### config.mk
export PLATFORM = sky130hd
export DESIGN_NAME = stream_packet_arbiter_flat
export DESIGN_NICKNAME = d
export VERILOG_FILES = /design/src/rtl/stream_packet_arbiter_if.sv /design/src/rtl/stream_packet_arbiter.sv /design/src/flat_wrapper.sv
export SDC_FILE = /design/constraint.sdc
export NUM_CORES = 1
export LEC_CHECK = 0
export ABC_CLOCK_PERIOD_IN_PS = 3140
export CAP_MARGIN = 40
export CELL_PAD_IN_SITES_DETAIL_PLACEMENT = 1
export CELL_PAD_IN_SITES_GLOBAL_PLACEMENT = 1
export CORE_MARGIN = 2
export CORE_UTILIZATION = 30
export DETAILED_ROUTE_END_ITERATION = 8
export PLACE_DENSITY = 0.81
export SLEW_MARGIN = 0
export SYNTH_ARGS = -nofsm -noshare
export SYNTH_HDL_FRONTEND = slang
export SYNTH_SLANG_ARGS = --single-unit
### constraint.sdc
create_clock -name clk -period 3.14 [get_ports clk]
set_input_delay 0.314 -clock clk [delete_from_list [all_inputs] [get_ports clk]]
set_output_delay 0.314 -clock clk [all_outputs]
set_load 0.03 [all_outputs]
### src/rtl/stream_packet_arbiter_if.sv
// Stream bundle for the two-producer packet arbiter.
// The master modport is the arbiter's view.
// The slave modport is the view of the producers and consumer around it.
interface stream_packet_arbiter_if #(
    parameter int WIDTH = 5
);
    // Producer A
    logic             ds_in_a_next_data;
    logic [WIDTH-1:0] ds_in_a;
    logic             ds_in_a_valid;
    logic             ds_in_a_last;
    // Producer B
    logic             ds_in_b_next_data;
    logic [WIDTH-1:0] ds_in_b;
    logic             ds_in_b_valid;
    logic             ds_in_b_last;
    // Downstream consumer
    logic             ds_out_next_data;
    logic [WIDTH-1:0] ds_out;
    logic             ds_out_valid;
    logic             ds_out_last;
    logic             ds_out_source;
    logic             err_overlong;

    modport master (
        output ds_in_a_next_data, input ds_in_a, input ds_in_a_valid, input ds_in_a_last,
        output ds_in_b_next_data, input ds_in_b, input ds_in_b_valid, input ds_in_b_last,
        input ds_out_next_data, output ds_out, output ds_out_valid, output ds_out_last,
        output ds_out_source, output err_overlong
    );

    modport slave (
        input ds_in_a_next_data, output ds_in_a, output ds_in_a_valid, output ds_in_a_last,
        input ds_in_b_next_data, output ds_in_b, output ds_in_b_valid, output ds_in_b_last,
        output ds_out_next_data, input ds_out, input ds_out_valid, input ds_out_last,
        input ds_out_source, input err_overlong
    );
endinterface

### src/rtl/stream_packet_arbiter.sv
// Packet-granular round-robin arbiter between two next_data/valid/last producers.
// The granted input is passed through combinationally until its last element transfers.
// Packets longer than MAX_PACKET_LEN are cut, and a sticky error flag is raised.
module stream_packet_arbiter #(
    parameter int WIDTH          = 5,
    parameter int MAX_PACKET_LEN = 8
) (
    input  logic clk,
    input  logic rst,
    stream_packet_arbiter_if.master bus
);
    localparam int CNT_W = $clog2(MAX_PACKET_LEN + 1);

    typedef enum logic [1:0] {
        IDLE    = 2'd0,
        GRANT_A = 2'd1,
        GRANT_B = 2'd2
    } state_t;

    state_t           state_r;
    state_t           state_next_s;
    logic             last_grant_r;   // 0 = A was granted last, 1 = B
    logic [CNT_W-1:0] count_r;
    logic             err_r;

    logic [WIDTH-1:0] sel_data_s;
    logic             sel_valid_s;
    logic             sel_last_s;
    logic             cut_s;
    logic             xfer_s;
    logic             release_s;

    // Pick the granted producer's data, valid and last for the pass-through path.
    always_comb begin
        sel_data_s  = {WIDTH{1'b0}};
        sel_valid_s = 1'b0;
        sel_last_s  = 1'b0;
        case (state_r)
            GRANT_A: begin
                sel_data_s  = bus.ds_in_a;
                sel_valid_s = bus.ds_in_a_valid;
                sel_last_s  = bus.ds_in_a_last;
            end
            GRANT_B: begin
                sel_data_s  = bus.ds_in_b;
                sel_valid_s = bus.ds_in_b_valid;
                sel_last_s  = bus.ds_in_b_last;
            end
            default: begin
                sel_data_s  = {WIDTH{1'b0}};
                sel_valid_s = 1'b0;
                sel_last_s  = 1'b0;
            end
        endcase
    end

    // The element at index MAX_PACKET_LEN-1 always closes the packet.
    assign cut_s     = (state_r != IDLE) && (count_r == CNT_W'(MAX_PACKET_LEN - 1));
    assign xfer_s    = sel_valid_s & bus.ds_out_next_data;
    assign release_s = xfer_s & (sel_last_s | cut_s);

    // State register.
    always_ff @(posedge clk) begin
        if (rst) begin
            state_r <= IDLE;
        end else begin
            state_r <= state_next_s;
        end
    end

    // Next-state decision: round-robin on ties, hold the grant until release.
    always_comb begin
        state_next_s = state_r;
        case (state_r)
            IDLE: begin
                if (bus.ds_in_a_valid && (!bus.ds_in_b_valid || last_grant_r)) begin
                    state_next_s = GRANT_A;
                end else if (bus.ds_in_b_valid) begin
                    state_next_s = GRANT_B;
                end else begin
                    state_next_s = IDLE;
                end
            end
            GRANT_A, GRANT_B: begin
                if (release_s) begin
                    state_next_s = IDLE;
                end else begin
                    state_next_s = state_r;
                end
            end
            default: state_next_s = IDLE;
        endcase
    end

    // Track the element count, the round-robin history and the sticky over-length flag.
    always_ff @(posedge clk) begin
        if (rst) begin
            count_r      <= {CNT_W{1'b0}};
            last_grant_r <= 1'b1;
            err_r        <= 1'b0;
        end else if (release_s) begin
            count_r      <= {CNT_W{1'b0}};
            last_grant_r <= (state_r == GRANT_B);
            if (cut_s && !sel_last_s) begin
                err_r <= 1'b1;
            end
        end else if (xfer_s) begin
            count_r <= count_r + CNT_W'(1);
        end
    end

    // Drive the handshake outputs from the current grant.
    always_comb begin
        bus.ds_in_a_next_data = 1'b0;
        bus.ds_in_b_next_data = 1'b0;
        bus.ds_out            = {WIDTH{1'b0}};
        bus.ds_out_valid      = 1'b0;
        bus.ds_out_last       = 1'b0;
        bus.ds_out_source     = 1'b0;
        case (state_r)
            GRANT_A: begin
                bus.ds_in_a_next_data = bus.ds_out_next_data;
                bus.ds_out            = sel_data_s;
                bus.ds_out_valid      = sel_valid_s;
                bus.ds_out_last       = sel_last_s | cut_s;
                bus.ds_out_source     = 1'b0;
            end
            GRANT_B: begin
                bus.ds_in_b_next_data = bus.ds_out_next_data;
                bus.ds_out            = sel_data_s;
                bus.ds_out_valid      = sel_valid_s;
                bus.ds_out_last       = sel_last_s | cut_s;
                bus.ds_out_source     = 1'b1;
            end
            default: begin
                bus.ds_in_a_next_data = 1'b0;
                bus.ds_in_b_next_data = 1'b0;
            end
        endcase
    end

    assign bus.err_overlong = err_r;
endmodule
### src/flat_wrapper.sv
// flat-port wrapper written by rule: the top's interface ports become plain ports
module stream_packet_arbiter_flat 
#(
    parameter int WIDTH          = 5,
    parameter int MAX_PACKET_LEN = 8
)
  (clk, rst, bus_ds_in_a_next_data, bus_ds_in_a, bus_ds_in_a_valid, bus_ds_in_a_last, bus_ds_in_b_next_data, bus_ds_in_b, bus_ds_in_b_valid, bus_ds_in_b_last, bus_ds_out_next_data, bus_ds_out, bus_ds_out_valid, bus_ds_out_last, bus_ds_out_source, bus_err_overlong);
  stream_packet_arbiter_if #(.WIDTH(WIDTH)) bus_i ();
  input  logic clk;
  input  logic rst;
  output wire logic [$bits(bus_i.ds_in_a_next_data)-1:0] bus_ds_in_a_next_data;
  input wire logic [$bits(bus_i.ds_in_a)-1:0] bus_ds_in_a;
  input wire logic [$bits(bus_i.ds_in_a_valid)-1:0] bus_ds_in_a_valid;
  input wire logic [$bits(bus_i.ds_in_a_last)-1:0] bus_ds_in_a_last;
  output wire logic [$bits(bus_i.ds_in_b_next_data)-1:0] bus_ds_in_b_next_data;
  input wire logic [$bits(bus_i.ds_in_b)-1:0] bus_ds_in_b;
  input wire logic [$bits(bus_i.ds_in_b_valid)-1:0] bus_ds_in_b_valid;
  input wire logic [$bits(bus_i.ds_in_b_last)-1:0] bus_ds_in_b_last;
  input wire logic [$bits(bus_i.ds_out_next_data)-1:0] bus_ds_out_next_data;
  output wire logic [$bits(bus_i.ds_out)-1:0] bus_ds_out;
  output wire logic [$bits(bus_i.ds_out_valid)-1:0] bus_ds_out_valid;
  output wire logic [$bits(bus_i.ds_out_last)-1:0] bus_ds_out_last;
  output wire logic [$bits(bus_i.ds_out_source)-1:0] bus_ds_out_source;
  output wire logic [$bits(bus_i.err_overlong)-1:0] bus_err_overlong;
  assign bus_ds_in_a_next_data = bus_i.ds_in_a_next_data;
  assign bus_i.ds_in_a = bus_ds_in_a;
  assign bus_i.ds_in_a_valid = bus_ds_in_a_valid;
  assign bus_i.ds_in_a_last = bus_ds_in_a_last;
  assign bus_ds_in_b_next_data = bus_i.ds_in_b_next_data;
  assign bus_i.ds_in_b = bus_ds_in_b;
  assign bus_i.ds_in_b_valid = bus_ds_in_b_valid;
  assign bus_i.ds_in_b_last = bus_ds_in_b_last;
  assign bus_i.ds_out_next_data = bus_ds_out_next_data;
  assign bus_ds_out = bus_i.ds_out;
  assign bus_ds_out_valid = bus_i.ds_out_valid;
  assign bus_ds_out_last = bus_i.ds_out_last;
  assign bus_ds_out_source = bus_i.ds_out_source;
  assign bus_err_overlong = bus_i.err_overlong;
  stream_packet_arbiter #(.WIDTH(WIDTH), .MAX_PACKET_LEN(MAX_PACKET_LEN)) u_core (.clk(clk), .rst(rst), .bus(bus_i));
endmodule
### After elaboration in Yosys (flattened, before gate mapping)

Index checks and enable logic that the tools add are counted.

| word-level totals | value |
|---|---|
| bits in registers | 8 |
| output and inout bits | 11 |

| cells by class | value |
|---|---|
| bitwise gates (word level) | 3 |
| equality and inequality tests | 4 |
| reduce and logical (&&, ||, !) cells | 11 |
| add/subtract/negate cells | 1 |
| mux-type cells | 13 |

Operators by type and width:

| cell | number |
|---|---|
| 5-bit two-way mux | 2 |
| 2-bit two-way mux | 3 |
| 1-bit two-way mux | 5 |
| 4-bit by 1-bit adder with 4-bit output (second input constant) | 1 |
| 4-bit by 3-bit == test with 1-bit output (second input constant) | 1 |
| 1-bit one-hot mux with 2 select lines | 2 |
| 2-bit one-hot mux with 2 select lines | 1 |
| 2-bit OR reduction | 2 |
| 1-bit logical AND | 3 |
| 1-bit bitwise AND | 2 |
| 2-bit by 1-bit == test with 1-bit output (second input constant) | 1 |
| 2-bit == test (second input constant) | 1 |
| 1-bit logical NOT | 2 |
| 2-bit logical NOT | 1 |
| 2-bit by 1-bit inequality test with 1-bit output (second input constant) | 1 |
| 2-bit AND reduction | 1 |
| 2-bit nonzero test | 1 |
| 1-bit logical OR | 1 |
| 1-bit OR | 1 |

### Depth between registers and ports, before layout

Gate-level depths: netlist of the first run.

| depth | value |
|---|---|
| depth after elaboration | 6 |
| mapped depth | 7 |

### Least setup slack after synthesis of the first run

Ideal clock, no wire load.

| timing path | value |
|---|---|
| kind | register -> output |
| start point | reg u_core.state_r[0] |
| end point | out bus_ds_out_last |
| required time | 2,826 ps |
| data arrival time | 1,457 ps |
| stages on the path, launching flop included | 7 |
| path slack | 1,369 ps |
| cell sequence | dfxtp_1 -> inv_1 -> ha_1 -> buf_6 -> a22o_4 -> nor2_8 -> nor2b_2 |

| between the ends | value |
|---|---|
| longest elaborated chain between the ends | 4 |

Ends and longest elaborated chain:

| element | RTL line | source |
|---|---|---|
| start, declared | stream_packet_arbiter.sv:20 | `state_t state_r;` |
| start signal, assigned | stream_packet_arbiter.sv:67 | `state_r <= state_next_s;` |
| 2-bit == test (tied with other cells) | stream_packet_arbiter.sv:38, stream_packet_arbiter.sv:120 |  |
| 1-bit one-hot mux with 2 select lines / 1-bit logical AND (equally long branches) | stream_packet_arbiter.sv:38, stream_packet_arbiter.sv:58 |  |
| 1-bit OR | stream_packet_arbiter.sv:125, stream_packet_arbiter.sv:132 |  |
| 1-bit two-way mux (*) | -- |  |
| end, declared | flat_wrapper.sv:22 | `output wire logic [$bits(bus_i.ds_out_last)-1:0] bus_ds_out_last;` |

Mark *: on every way between the ends. The rest lies on a longest branch, timed or not.

### Worst setup path after layout of the first run

Same ends and word-level chain as after synthesis.

==> run summary, run 1 <==
The run finished with clean final reports. The synthesized design devotes to its leading area cell type 25.4% of total area. The HPWL after detailed placement is 1430 µm. The weighted congestion reported at the end of routability-driven placement came out at 0.761. For this run, global-route usage on met2 was measured as 28.9%. The maximum clock skew at final layout is 2.09 ps. The minimum period implied by the final worst setup slack is 2530 ps. The endpoint of the worst-slack reg-to-reg timing path is u_core.count_r[3]. The total overflow left after global routing is 0. Counting every net in the synthesized netlist gives 93. The number of placement rows came out at 16.

The top fanout value on the critical path is 8. In this run the most critical hold path is launched from u_core.bus.err_overlong. The number of setup buffers added after CTS is 0. At the placement stage, the worst setup path has a slack of 871 ps. The global-route met3 utilization came out at 3.64%. By startpoint and endpoint, the worst setup path is classified as register to output port. The count of pins over their slew limit came out at 0.

The clock-pin slew reported for the worst setup and hold paths after clock tree synthesis came out at 50 ps. The number of enable-type register cells in the synthesized netlist is 0. The die covers 2480 µm². Data arrives at the worst endpoint at 2210 ps. The starting utilization of the core area is 31.8%.

The flip-flop and latch count after synthesis came out at 8. The class of the most critical hold timing path is register to register. The standby leakage power is 0.342 nW. The pin slew with the least headroom to its limit is 466 ps.

The worst-case register-to-register setup slack came out at 1390 ps. The mean post-synth cell area is 8.88 µm². The sequential area share after synthesis came out at 25.4%. The final worst-path setup slack is 612 ps.

The path depth of the worst reg2reg path is 6. The total via count in the routed design came out at 626. The vias per cell is 4.97. The share of post-route cells with drive strength above 1 is 11.1%. The max-capacitance violation count is 0. The via count of the first global-routing pass came out at 680.

Setup repair after global routing left no endpoint under its margin. The total wire length after detailed routing is 1750 µm. Counting instances, the worst hold path has a depth of 2. For the worst setup path, the data required time is 2830 ps.

The instance count of the mapped netlist is 71. The buffer levels on the longest clock path came out at 2. The number of inserted diodes came out at 0. The worst ir drop on vdd came out at 0.204 mV. The remaining design rule violation count is 0. The global-route wire length before repair came out at 3060 µm. 28 I/O pins were placed.

The most common flop cell mapped by yosys is sky130_fd_sc_hd__dfxtp_1. The clock latency on the worst-skew pair came out at 240 ps. The DRC marker count from the first detailed-route iteration is 5.

After global routing, the most crowded layer is met2. The aggregate global-route resource usage is 16.1%. The y dimension of the die is 49.8 µm. The worst setup path is captured at an output port. The TritonCTS buffer count is 3. The number of warnings issued by yosys came out at 0. Entering global routing, the biggest net connects 11 pins.

In this run the critical register-to-register path is launched from u_core.state_r[1]. The endpoint of the worst hold-timing path is u_core.bus.err_overlong. The accumulated negative setup slack came out at 0 ps. The async set or reset register ratio after synthesis came out at 0%. The number of hold buffers added after CTS was 0. The area added between synthesis and finish came out at 48.8%. In this run the number of H-tree levels came out at 1. The number of antenna violations at the first check in global routing was 0. The worst slack on hold paths came out at 480 ps.

The count of final hold-check violations is 0. For this run, the top clock speed supported by timing is 396 MHz. The post-layout total power is 0.322 mW. The core region area is 1980 µm².

For this design the ratio of total power to cell area is 343 nW/µm². Setup violations remaining at the end of the flow were counted as 0. By count the netlist is led by sky130_fd_sc_hd__dfxtp_1 (8), sky130_fd_sc_hd__mux2i_1 (7), sky130_fd_sc_hd__nor2b_1 (7). The remaining max-slew budget at the tightest pin is 68.9%. The final net count came out at 123.

The number of gates resized after CTS was 0. The number of clock sinks came out at 8. In the final routed layout, each cell accounts on average for 13.9 µm.

The first-pass iteration count of the detailed router is 4. After synthesis the cells add up to 631 µm². Clock tree synthesis selected as its root buffer the cell sky130_fd_sc_hd__clkbuf_4. TritonCTS built the clock tree. Ranked by total cell area, the synthesized netlist is headed by sky130_fd_sc_hd__dfxtp_1 (25%), sky130_fd_sc_hd__mux2i_1 (11%), sky130_fd_sc_hd__ha_1 (9.9%). The met1 layer usage reported by global route came out at 18.1%.

After layout, the worst path uses 80.5% of the clock period. In this run the remaining antenna-violating nets after routing total 0. After synthesis, the netlist uses 26 different library cells. In the post-synthesis netlist, the cell with the most instances is sky130_fd_sc_hd__dfxtp_1. The startpoint type of the worst setup path is a register. From left edge to right edge, the die measures 49.8 µm. The dominant cell type by area after synthesis is sky130_fd_sc_hd__dfxtp_1. In this run the tool buffered the top-level ports with 27 buffer cells.
==> per-stage QoR <==
step | instance area (µm²) | utilization [%] | std cells
final | 938 | 47.3 | 126
after global routing | 938 | 47.3 | 126
after CTS | 938 | 47.3 | 126
after detailed placement | 916 | 46.2 | 123
after global placement | 916 | 46.2 | 123
after floorplan | 631 | - | 71
==> routing by layer <==
layer  part of all wire, %  wire (µm)
met5                     0          0
met4                  0.80         14
met1                    43        759
met2                    49        851
met3                   7.2        126
==> how the worst max path moves through the flow <==
stage | startpoint | to | slack, ps | cells after the start
6_report | u_core.state_r[0] | bus_ds_out_last | 610 | 6
5_1_grt | u_core.state_r[0] | bus_ds_out_last | 480 | 6
4_1_cts | u_core.state_r[0] | bus_ds_out_last | 600 | 6
3_5_place_dp | u_core.state_r[0] | bus_ds_out_last | 870 | 6
3_3_place_gp | u_core.state_r[0] | bus_ds_out_last | 920 | 6
2_1_floorplan | u_core.state_r[0] | bus_ds_out_last | 1370 | 6
==> kinds of logic after synthesis <==
group | share of synthesized area (%)
AOI/OAI and AO/OA | 11.9
adders and majority gates | 9.92
buffers and inverters | 4.17
DFF | 25.4
muxes | 11.1
and+or+nand+nor | 37.5
==> final cells by class <==
| class | instances | area [µm²] |
|---|---|---|
| fillers | 232 | 1040 |
| multi-input cells | 59 | 444 |
| repair buffers | 27 | 270 |
| flip-flops and latches | 8 | 160 |
| well taps | 27 | 33.8 |
| clock buffers | 3 | 22.5 |
| inverters | 2 | 7.51 |
==> registers in the layout (all words and copies together) (netlist names) <==
register and flops:
u_core.state_r 2, u_core.count_r 4, u_core.bus.err_overlong 1, u_core.last_grant_r 1
==> placed cells by master (no fill, tap or decap) <==
cell and n:
sky130_fd_sc_hd__dfxtp_1 8, sky130_fd_sc_hd__a31oi_1 1, sky130_fd_sc_hd__a21oi_1 4, sky130_fd_sc_hd__or2_4 1
sky130_fd_sc_hd__nand3b_1 3, sky130_fd_sc_hd__nor2_8 1, sky130_fd_sc_hd__nand3_1 5, sky130_fd_sc_hd__nor3b_2 1
sky130_fd_sc_hd__or2b_1 3, sky130_fd_sc_hd__o21ai_1 3, sky130_fd_sc_hd__a22o_4 1, sky130_fd_sc_hd__nand2_1 5
sky130_fd_sc_hd__and2b_1 1, sky130_fd_sc_hd__and4bb_2 1, sky130_fd_sc_hd__inv_1 2, sky130_fd_sc_hd__mux2i_1 7
sky130_fd_sc_hd__and2_1 2, sky130_fd_sc_hd__a22oi_1 1, sky130_fd_sc_hd__nor2b_1 7, sky130_fd_sc_hd__nand2_2 1
sky130_fd_sc_hd__nor2_1 4, sky130_fd_sc_hd__o21ai_2 1, sky130_fd_sc_hd__nor2b_2 1, sky130_fd_sc_hd__ha_1 5
sky130_fd_sc_hd__clkdlybuf4s50_1 27, sky130_fd_sc_hd__clkbuf_4 3
==> critical path, cell delays in order, from the launching register on <==
cell	delay, ps
sky130_fd_sc_hd__dfxtp_1	320
sky130_fd_sc_hd__inv_1	100
sky130_fd_sc_hd__ha_1	460
sky130_fd_sc_hd__a22o_4	270
sky130_fd_sc_hd__nor2_8	50
sky130_fd_sc_hd__nor2b_2	100
sky130_fd_sc_hd__clkdlybuf4s50_1	660
==> where the power goes <==
group          total [mW]  switching [mW]  internal [mW]  leakage (nW)
clock network      0.0734          0.0300         0.0434        0.0138
registers           0.108         0.00268          0.105        0.0648
logic               0.141          0.0720         0.0692         0.264
No activity file was read; power rests on OpenSTA's default activity.
==> inputs of run 2 (changes only) <==
--- a/config.mk
+++ b/config.mk
@@ -5,14 +5,14 @@
 export SDC_FILE = /design/constraint.sdc
 export NUM_CORES = 1
 export LEC_CHECK = 0
-export ABC_CLOCK_PERIOD_IN_PS = 3140
+export ABC_CLOCK_PERIOD_IN_PS = 2100
 export CAP_MARGIN = 40
 export CELL_PAD_IN_SITES_DETAIL_PLACEMENT = 1
 export CELL_PAD_IN_SITES_GLOBAL_PLACEMENT = 1
 export CORE_MARGIN = 2
-export CORE_UTILIZATION = 30
+export CORE_UTILIZATION = 26
 export DETAILED_ROUTE_END_ITERATION = 8
-export PLACE_DENSITY = 0.81
+export PLACE_DENSITY = 0.75
 export SLEW_MARGIN = 0
 export SYNTH_ARGS = -nofsm -noshare
 export SYNTH_HDL_FRONTEND = slang
==> constraint.sdc (replaced) <==
create_clock -name clk -period 2.1 [get_ports clk]
set_input_delay 0.21 -clock clk [delete_from_list [all_inputs] [get_ports clk]]
set_output_delay 0.21 -clock clk [all_outputs]
set_load 0.03 [all_outputs]
==> run 2 against run 1 <==
Die area up 14%. Highest routed layer unchanged. Register-to-register slack worse by 1100 ps. Global-route usage down 2.7 points. Clock power is 68% higher. Largest power group unchanged. Setup slack worse by 470 ps. Flip-flop and latch count is the same. Sequential power increased by 49%. Clock skew grew 6.9 ps. First-iteration DRC count did not move. Combinational power grew 48%.
==> run summary, run 2 (synthesis gave the netlist of run 1 again) <==
The y dimension of the die is 53.3 µm (+6.8%). The worst ir drop on vdd is 0.306 mV (+50%). The maximum number of pins on one net before global-route repair came out at 10 (-1). The maximum clock skew at final layout is 8.98 ps (+6.89 ps). The worst-case register-to-register setup slack is 300 ps (-1090 ps). The flip-flop count of the largest register, all copies and words added is 4 (unchanged). The root buffer cell chosen for the clock tree is sky130_fd_sc_hd__clkbuf_4. The startpoint of the worst register-to-register path is u_core.state_r[1]. The count of boundary I/O pins is 28 (unchanged).

The post-layout total power is 0.493 mW (+53%). The number of cells traversed by the worst hold path is 2 (unchanged). The largest registers in the layout are u_core.count_r (4), u_core.state_r (2). The standby leakage power came out at 0.373 nW (+9.0%).

The via count of the first global-routing pass was 619 (-9.0%). The clock-pin slew reported for the worst setup and hold paths after clock tree synthesis came out at 60 ps (about the same). The worst register-to-register path ends at u_core.state_r[1].

The path depth of the worst reg2reg path came out at 7 (+1). The number of placement rows came out at 17 (+1). u_core.count_r holds more flip-flops than any other register. The number of antenna-violating nets in the routed design came out at 0 (unchanged). In the layout the commonest cells are sky130_fd_sc_hd__clkdlybuf4s50_1 (20), sky130_fd_sc_hd__dfxtp_1 (8), sky130_fd_sc_hd__mux2i_1 (7), sky130_fd_sc_hd__nor2b_1 (7), sky130_fd_sc_hd__dlygate4sd2_1 (6). TritonCTS built the clock tree. The starting utilization of the core area is 28.0% (-3.8 points). The aggregate global-route resource usage came out at 13.5% (-2.7 points). The total via count in the routed design is 632 (+0.96%). The required time at the worst-slack endpoint is 1890 ps (-940 ps). The worst slack on hold paths is 482 ps (+2.26 ps). The number of cells upsized or downsized after cts was 7 (+7).

The final net count came out at 124 (+0.81%). The flow ran to the end, and the final reports show no timing, DRC or antenna violations. The total die area is 2840 µm² (+14%). The DRC marker count from the first detailed-route iteration is 5 (unchanged). The average routed wire per standard cell is 13.9 µm (-0.10%). The residual overflow from global routing came out at 0 (unchanged).

The count of final hold-check violations was 0 (unchanged). The TritonCTS buffer count came out at 3 (unchanged). The number of I/O port buffers was 27 (unchanged). The setup slack at placement came to 67.3 ps (-804 ps).

The buffer levels on the longest clock path came out at 2 (unchanged). The maximum frequency from static timing analysis is 511 MHz. The start point of the worst min-delay path is u_core.count_r[1].

Compared with the post-synthesis result, the final layout area differs by 49.0%. The top fanout value on the critical path is 8 (unchanged). The class of the most critical setup path is register to output port. The worst path uses 93.2% of the clock period. The global-route wire length before repair is 2760 µm (-9.9%).

The total of hold buffers inserted after clock tree synthesis came out at 0 (unchanged). The post-CTS setup-driven buffer insertion count is 0 (unchanged). The weighted congestion reported at the end of routability-driven placement is 0.739 (-3.0%). The width of the die came to 53.3 µm (+6.8%). STA classifies the critical path endpoint as an output port. The final worst-path setup slack came out at 144 ps (-468 ps).

The first-pass iteration count of the detailed router came out at 2 (-2). The total wire length after detailed routing came out at 1780 µm (+1.5%). The share of post-route cells with drive strength above 1 came out at 14.0% (+2.9 points). The accumulated negative setup slack came out at 0 ps (unchanged).

The clock latency on the worst-skew pair is 260 ps (+20 ps). The worst path arrival time is 1750 ps (-460 ps). The endpoint of the worst hold-timing path is u_core.count_r[1]. The half-perimeter wire length of the detailed placement result came out at 1430 µm (-0.61%). The max-capacitance violation count was 0 (unchanged). The remaining design rule violation count came out at 0 (unchanged). The ratio of total power to cell area is 525 nW/µm² (+53%). The number of antenna violations at the first check in global routing was 0 (unchanged). The number of inserted diodes came to 0 (unchanged).

The vias per cell is 4.94 (-0.62%). The setup-violating endpoint count in the final report came out at 0 (unchanged). The remaining max-slew budget at the tightest pin was 71.2% (+2.3 points).

STA classifies the critical path startpoint as a register. The count of pins over their slew limit came out at 0 (unchanged). The minimum period implied by the final worst setup slack came out at 1960 ps. Setup repair after global routing left no endpoint under its margin. The number of clock sinks came out at 8 (unchanged). The class of the most critical hold timing path is register to register. The core region area is 2250 µm² (+14%). The pin slew with the least headroom to its limit is 430 ps (-35.9 ps). The H-tree level count came to 1 (unchanged). The library cell used most frequently in the layout, excluding fill and tap cells, is sky130_fd_sc_hd__clkdlybuf4s50_1.
[run 2: cell count changes in the layout (fill, tap and decap cells not counted), sizes merged]
cell / previous run / this run
buf: 0 / 2
clkdlybuf4s50: 27 / 20
dlygate4sd2: 0 / 6
[run 2: worst max path at each step]
stage,cells past startpoint,from,end,slack [ps]
after floorplan,6,u_core.state_r[0],bus_ds_out_last,430
after global placement,5,u_core.state_r[0],bus_ds_out[0],150
after detailed placement,5,u_core.state_r[0],bus_ds_out[2],70
after CTS,3,u_core.state_r[0],bus_ds_out_source,110
after global routing,3,u_core.state_r[0],bus_ds_out_source,60
final,3,u_core.state_r[0],bus_ds_out_source,140
[run 2: metal layers]
layer,track usage (%),routed length (µm)
met2,24.7,841
met1,14.2,723
met3,3.11,186
met4,6.41,27
met5,0,0
[run 2: critical path, stage by stage (launching register included)]
cell                              delay [ps]
sky130_fd_sc_hd__dfxtp_1                 320
sky130_fd_sc_hd__inv_1                   110
sky130_fd_sc_hd__ha_2                    340
sky130_fd_sc_hd__clkdlybuf4s50_1         720
[run 2: cell type report]
class                           instances  area (µm²)
Fill cell                             283        1320
Sequential cell                         8         160
Inverter                                2        7.51
Timing Repair Buffer                   28         268
Tap cell                               28        35.0
Multi-Input combinational cell         59         447
Clock buffer                            3        22.5
[run 2: where the power goes]
part	total [mW]	internal (mW)	switching [mW]
combinational	0.209	0.0994	0.110
clock	0.123	0.0658	0.0576
sequential	0.161	0.157	0.00427
[run 2: stage by stage]
step           util, %  instances  cell area (µm²)
6_report          41.7        128              940
5_1_grt           41.7        128              940
4_1_cts           41.7        128              940
3_5_place_dp      40.9        125              922
3_3_place_gp      40.9        125              922
2_1_floorplan        -         71              631
==> inputs of run 3 (changes only) <==
--- a/config.mk
+++ b/config.mk
@@ -5,14 +5,15 @@
 export SDC_FILE = /design/constraint.sdc
 export NUM_CORES = 1
 export LEC_CHECK = 0
-export ABC_CLOCK_PERIOD_IN_PS = 2100
+export ABC_CLOCK_PERIOD_IN_PS = 2200
 export CAP_MARGIN = 40
 export CELL_PAD_IN_SITES_DETAIL_PLACEMENT = 1
 export CELL_PAD_IN_SITES_GLOBAL_PLACEMENT = 1
 export CORE_MARGIN = 2
-export CORE_UTILIZATION = 26
+export CORE_UTILIZATION = 29
 export DETAILED_ROUTE_END_ITERATION = 8
-export PLACE_DENSITY = 0.75
+export GPL_ROUTABILITY_DRIVEN = 0
+export PLACE_DENSITY = 0.79
 export SLEW_MARGIN = 0
 export SYNTH_ARGS = -nofsm -noshare
 export SYNTH_HDL_FRONTEND = slang
==> constraint.sdc (replaced) <==
create_clock -name clk -period 2.2 [get_ports clk]
set_input_delay 0.22 -clock clk [delete_from_list [all_inputs] [get_ports clk]]
set_output_delay 0.22 -clock clk [all_outputs]
set_load 0.03 [all_outputs]
==> run 3 against run 2 <==
Sequential power fell by 4%. Flip-flop and latch count did not move. Critical path depth rose by 3. Largest power group unchanged.
==> run summary, run 3 (synthesis gave the netlist of run 1 again) <==
The run finished with clean final reports. The via count of the first global-routing pass is 635 (+2.6%). The total wire length after detailed routing is 1820 µm (+2.3%). The residual overflow from global routing was 0 (unchanged). The average routed wire per standard cell is 14.3 µm (+3.1%). The number of clock sinks was 8 (unchanged).

The total via count in the routed design came out at 624 (-1.3%). The final clock period utilization by the worst path is 95.0%. The minimum period implied by the final worst setup slack came out at 2090 ps.

The global-route wire length before repair is 2930 µm (+6.2%). The switching share of power came out at 35.3% (+0.54 points). The count of pins over their slew limit was 0 (unchanged). The pin slew with the least headroom to its limit came to 426 ps (-4.81 ps). The setup-violating endpoint count in the final report came out at 0 (unchanged). The number of antenna-violating nets in the routed design is 0 (unchanged).

The worst path arrival time is 1870 ps (+120 ps). Traced cell by cell, the critical path runs through inv_1 > ha_1 > a22o_4 > nor2_8 > nor2b_2 > dlygate4sd2_1. The area added between synthesis and finish was 49.0% (unchanged). The internal power summed over all cells came out at 0.305 mW (-5.2%). The CTS tree is yes. The ratio of total power to cell area was 502 nW/µm² (-4.4%). The first-pass iteration count of the detailed router came out at 4 (+2). The remaining design rule violation count is 0 (unchanged). The class of the most critical setup path is register to output port. Leaving out fill and tap cells, the most frequent cells in the layout are sky130_fd_sc_hd__clkdlybuf4s50_1 (20), sky130_fd_sc_hd__dfxtp_1 (8), sky130_fd_sc_hd__mux2i_1 (7), sky130_fd_sc_hd__nor2b_1 (7), sky130_fd_sc_hd__dlygate4sd2_1 (7).

The startpoint type of the worst setup path is a register. The root buffer selected by CTS is sky130_fd_sc_hd__clkbuf_4. The worst ir drop on vdd is 0.274 mV (-10%). Ranked by flip-flop count, first place goes to u_core.count_r. The half-perimeter wire length of the detailed placement result is 1470 µm (+3.3%). The family with the most delay on the worst path is buffers and inverters. The standby leakage power is 0.376 nW (+0.88%). The part of the total power dissipated in the clock network came out at 25.7% (+0.7 points). The sequential share of power came out at 32.6% (about the same). The vias per cell came out at 4.91 (-0.49%). The instance area at placement is 923 µm² (+0.14%). The total die area is 2560 µm² (-9.6%). The accumulated negative setup slack came to 0 ps (unchanged).

The number of antenna violations at the first check in global routing came out at 0 (unchanged). The starting utilization of the core area came out at 31.5% (+3.5 points). The y dimension of the die came out at 50.6 µm (-4.9%). The count of final hold-check violations was 0 (unchanged). The top fanout value on the critical path came out at 7 (-1). The min-delay analysis places its worst path in the category register to register.

The max-capacitance violation count came out at 0 (unchanged). The largest individual stage delay along the critical path comes from the cell sky130_fd_sc_hd__dfxtp_1. The TritonCTS buffer count came out at 3 (unchanged). The required time at the worst-slack endpoint is 1980 ps (+90 ps).

The buffer levels on the longest clock path is 2 (unchanged). The number of I/O port buffers is 27 (unchanged). The width of the die came out at 50.6 µm (-4.9%). The maximum frequency from static timing analysis came out at 479 MHz. The worst slack on hold paths is 486 ps (+4.23 ps). The switching component of the power came out at 0.167 mW (-3.0%).

Setup repair after global routing left no endpoint under its margin. The total buffers and inverters traversed by the critical path is 2 (unchanged). The count of boundary I/O pins came out at 28 (unchanged). The core region area is 2000 µm² (-11%). The share of post-route cells with drive strength above 1 is 13.0% (-1.0 points). The DRC marker count from the first detailed-route iteration is 2 (-3). The clock-pin slew reported for the worst setup and hold paths after clock tree synthesis is 70 ps (about the same). The number of inserted diodes came out at 0 (unchanged). The remaining max-slew budget at the tightest pin came out at 71.5% (+0.32 points). The combinational share of power came out at 41.7% (-0.7 points).

The post-CTS setup-driven buffer insertion count is 0 (unchanged). The H-tree level count is 1 (unchanged). The aggregate global-route resource usage came to 15.9% (+2.4 points). The largest registers in the layout are u_core.count_r (4), u_core.state_r (2).

The library cell used most frequently in the layout, excluding fill and tap cells, is sky130_fd_sc_hd__clkdlybuf4s50_1. The worst stage delay on the critical path is 370 ps (-350 ps). The number of placement rows is 16 (-1). The type of destination of the critical path is an output port. The maximum number of pins on one net before global-route repair is 11 (+1). The clock latency on the worst-skew pair came out at 260 ps (about the same). The flip-flop count of the largest register, all copies and words added came out at 4 (unchanged). The post-route cell area came out at 940 µm² (unchanged).

The final net count is 124 (unchanged). The maximum clock skew at final layout is 13.7 ps (+4.77 ps).
run 3: cell count changes in the layout (fill, tap and decap cells not counted):
| cell | previous run | this run |
|---|---|---|
| sky130_fd_sc_hd__buf_4 | 2 | 1 |
| sky130_fd_sc_hd__dlygate4sd2_1 | 6 | 7 |
run 3: layout make-up:
| class | instances | area (µm²) |
|---|---|---|
| multi-input cells | 59 | 447 |
| repair buffers | 28 | 269 |
| inverters | 2 | 7.51 |
| clock buffers | 3 | 22.5 |
| well taps | 27 | 33.8 |
| flip-flops and latches | 8 | 160 |
| fillers | 244 | 1060 |
run 3: worst paths after layout:
kind,startpoint,to,slack [ps],depth (start not counted)
max,u_core.state_r[0],bus_ds_out_last,110,6
min,u_core.count_r[1],u_core.count_r[1],490,2
max reg2reg,u_core.state_r[0],u_core.state_r[0],470,6
min reg2reg,u_core.count_r[1],u_core.count_r[1],490,2
run 3: routing by layer:
metal | up-vias | GRT usage (%) | routed length [µm]
met5 | - | 0 | 0
met4 | 0 | 8.11 | 29
met3 | 4 | 4.76 | 166
met2 | 30 | 26.3 | 811
met1 | 283 | 18.4 | 811
li1 | 307 | - | -
run 3: power groups by stage:
stage          clock [mW]  combinational (mW)  sequential [mW]
4_1_cts             0.123               0.200            0.154
6_report            0.121               0.197            0.154
3_5_place_dp            0               0.208            0.157
2_1_floorplan           0               0.126            0.156
3_3_place_gp            0               0.201            0.156
5_1_grt             0.132               0.210            0.155
run 3: timing repair:
item,in CTS,in global routing
setup endpoints to repair,7,0
hold buffers,0,0
gates resized for setup,8,0
hold endpoints to repair,0,0
run 3: tightest hold or removal path: stages, from the launching register on:
cell and delay, ps:
sky130_fd_sc_hd__dfxtp_1 330, sky130_fd_sc_hd__nand2_1 60, sky130_fd_sc_hd__a21oi_1 50
run 3: metrics by stage:
stage / utilization [%] / worst slack [ps] / instances / total power, mW
after floorplan: - / 523 / 71 / 0.281
after global placement: 46.1 / 184 / 124 / 0.357
after detailed placement: 46.1 / 107 / 124 / 0.365
after CTS: 46.9 / 87.9 / 127 / 0.477
after global routing: 46.9 / 9.29 / 127 / 0.497
final: 46.9 / 110 / 127 / 0.472
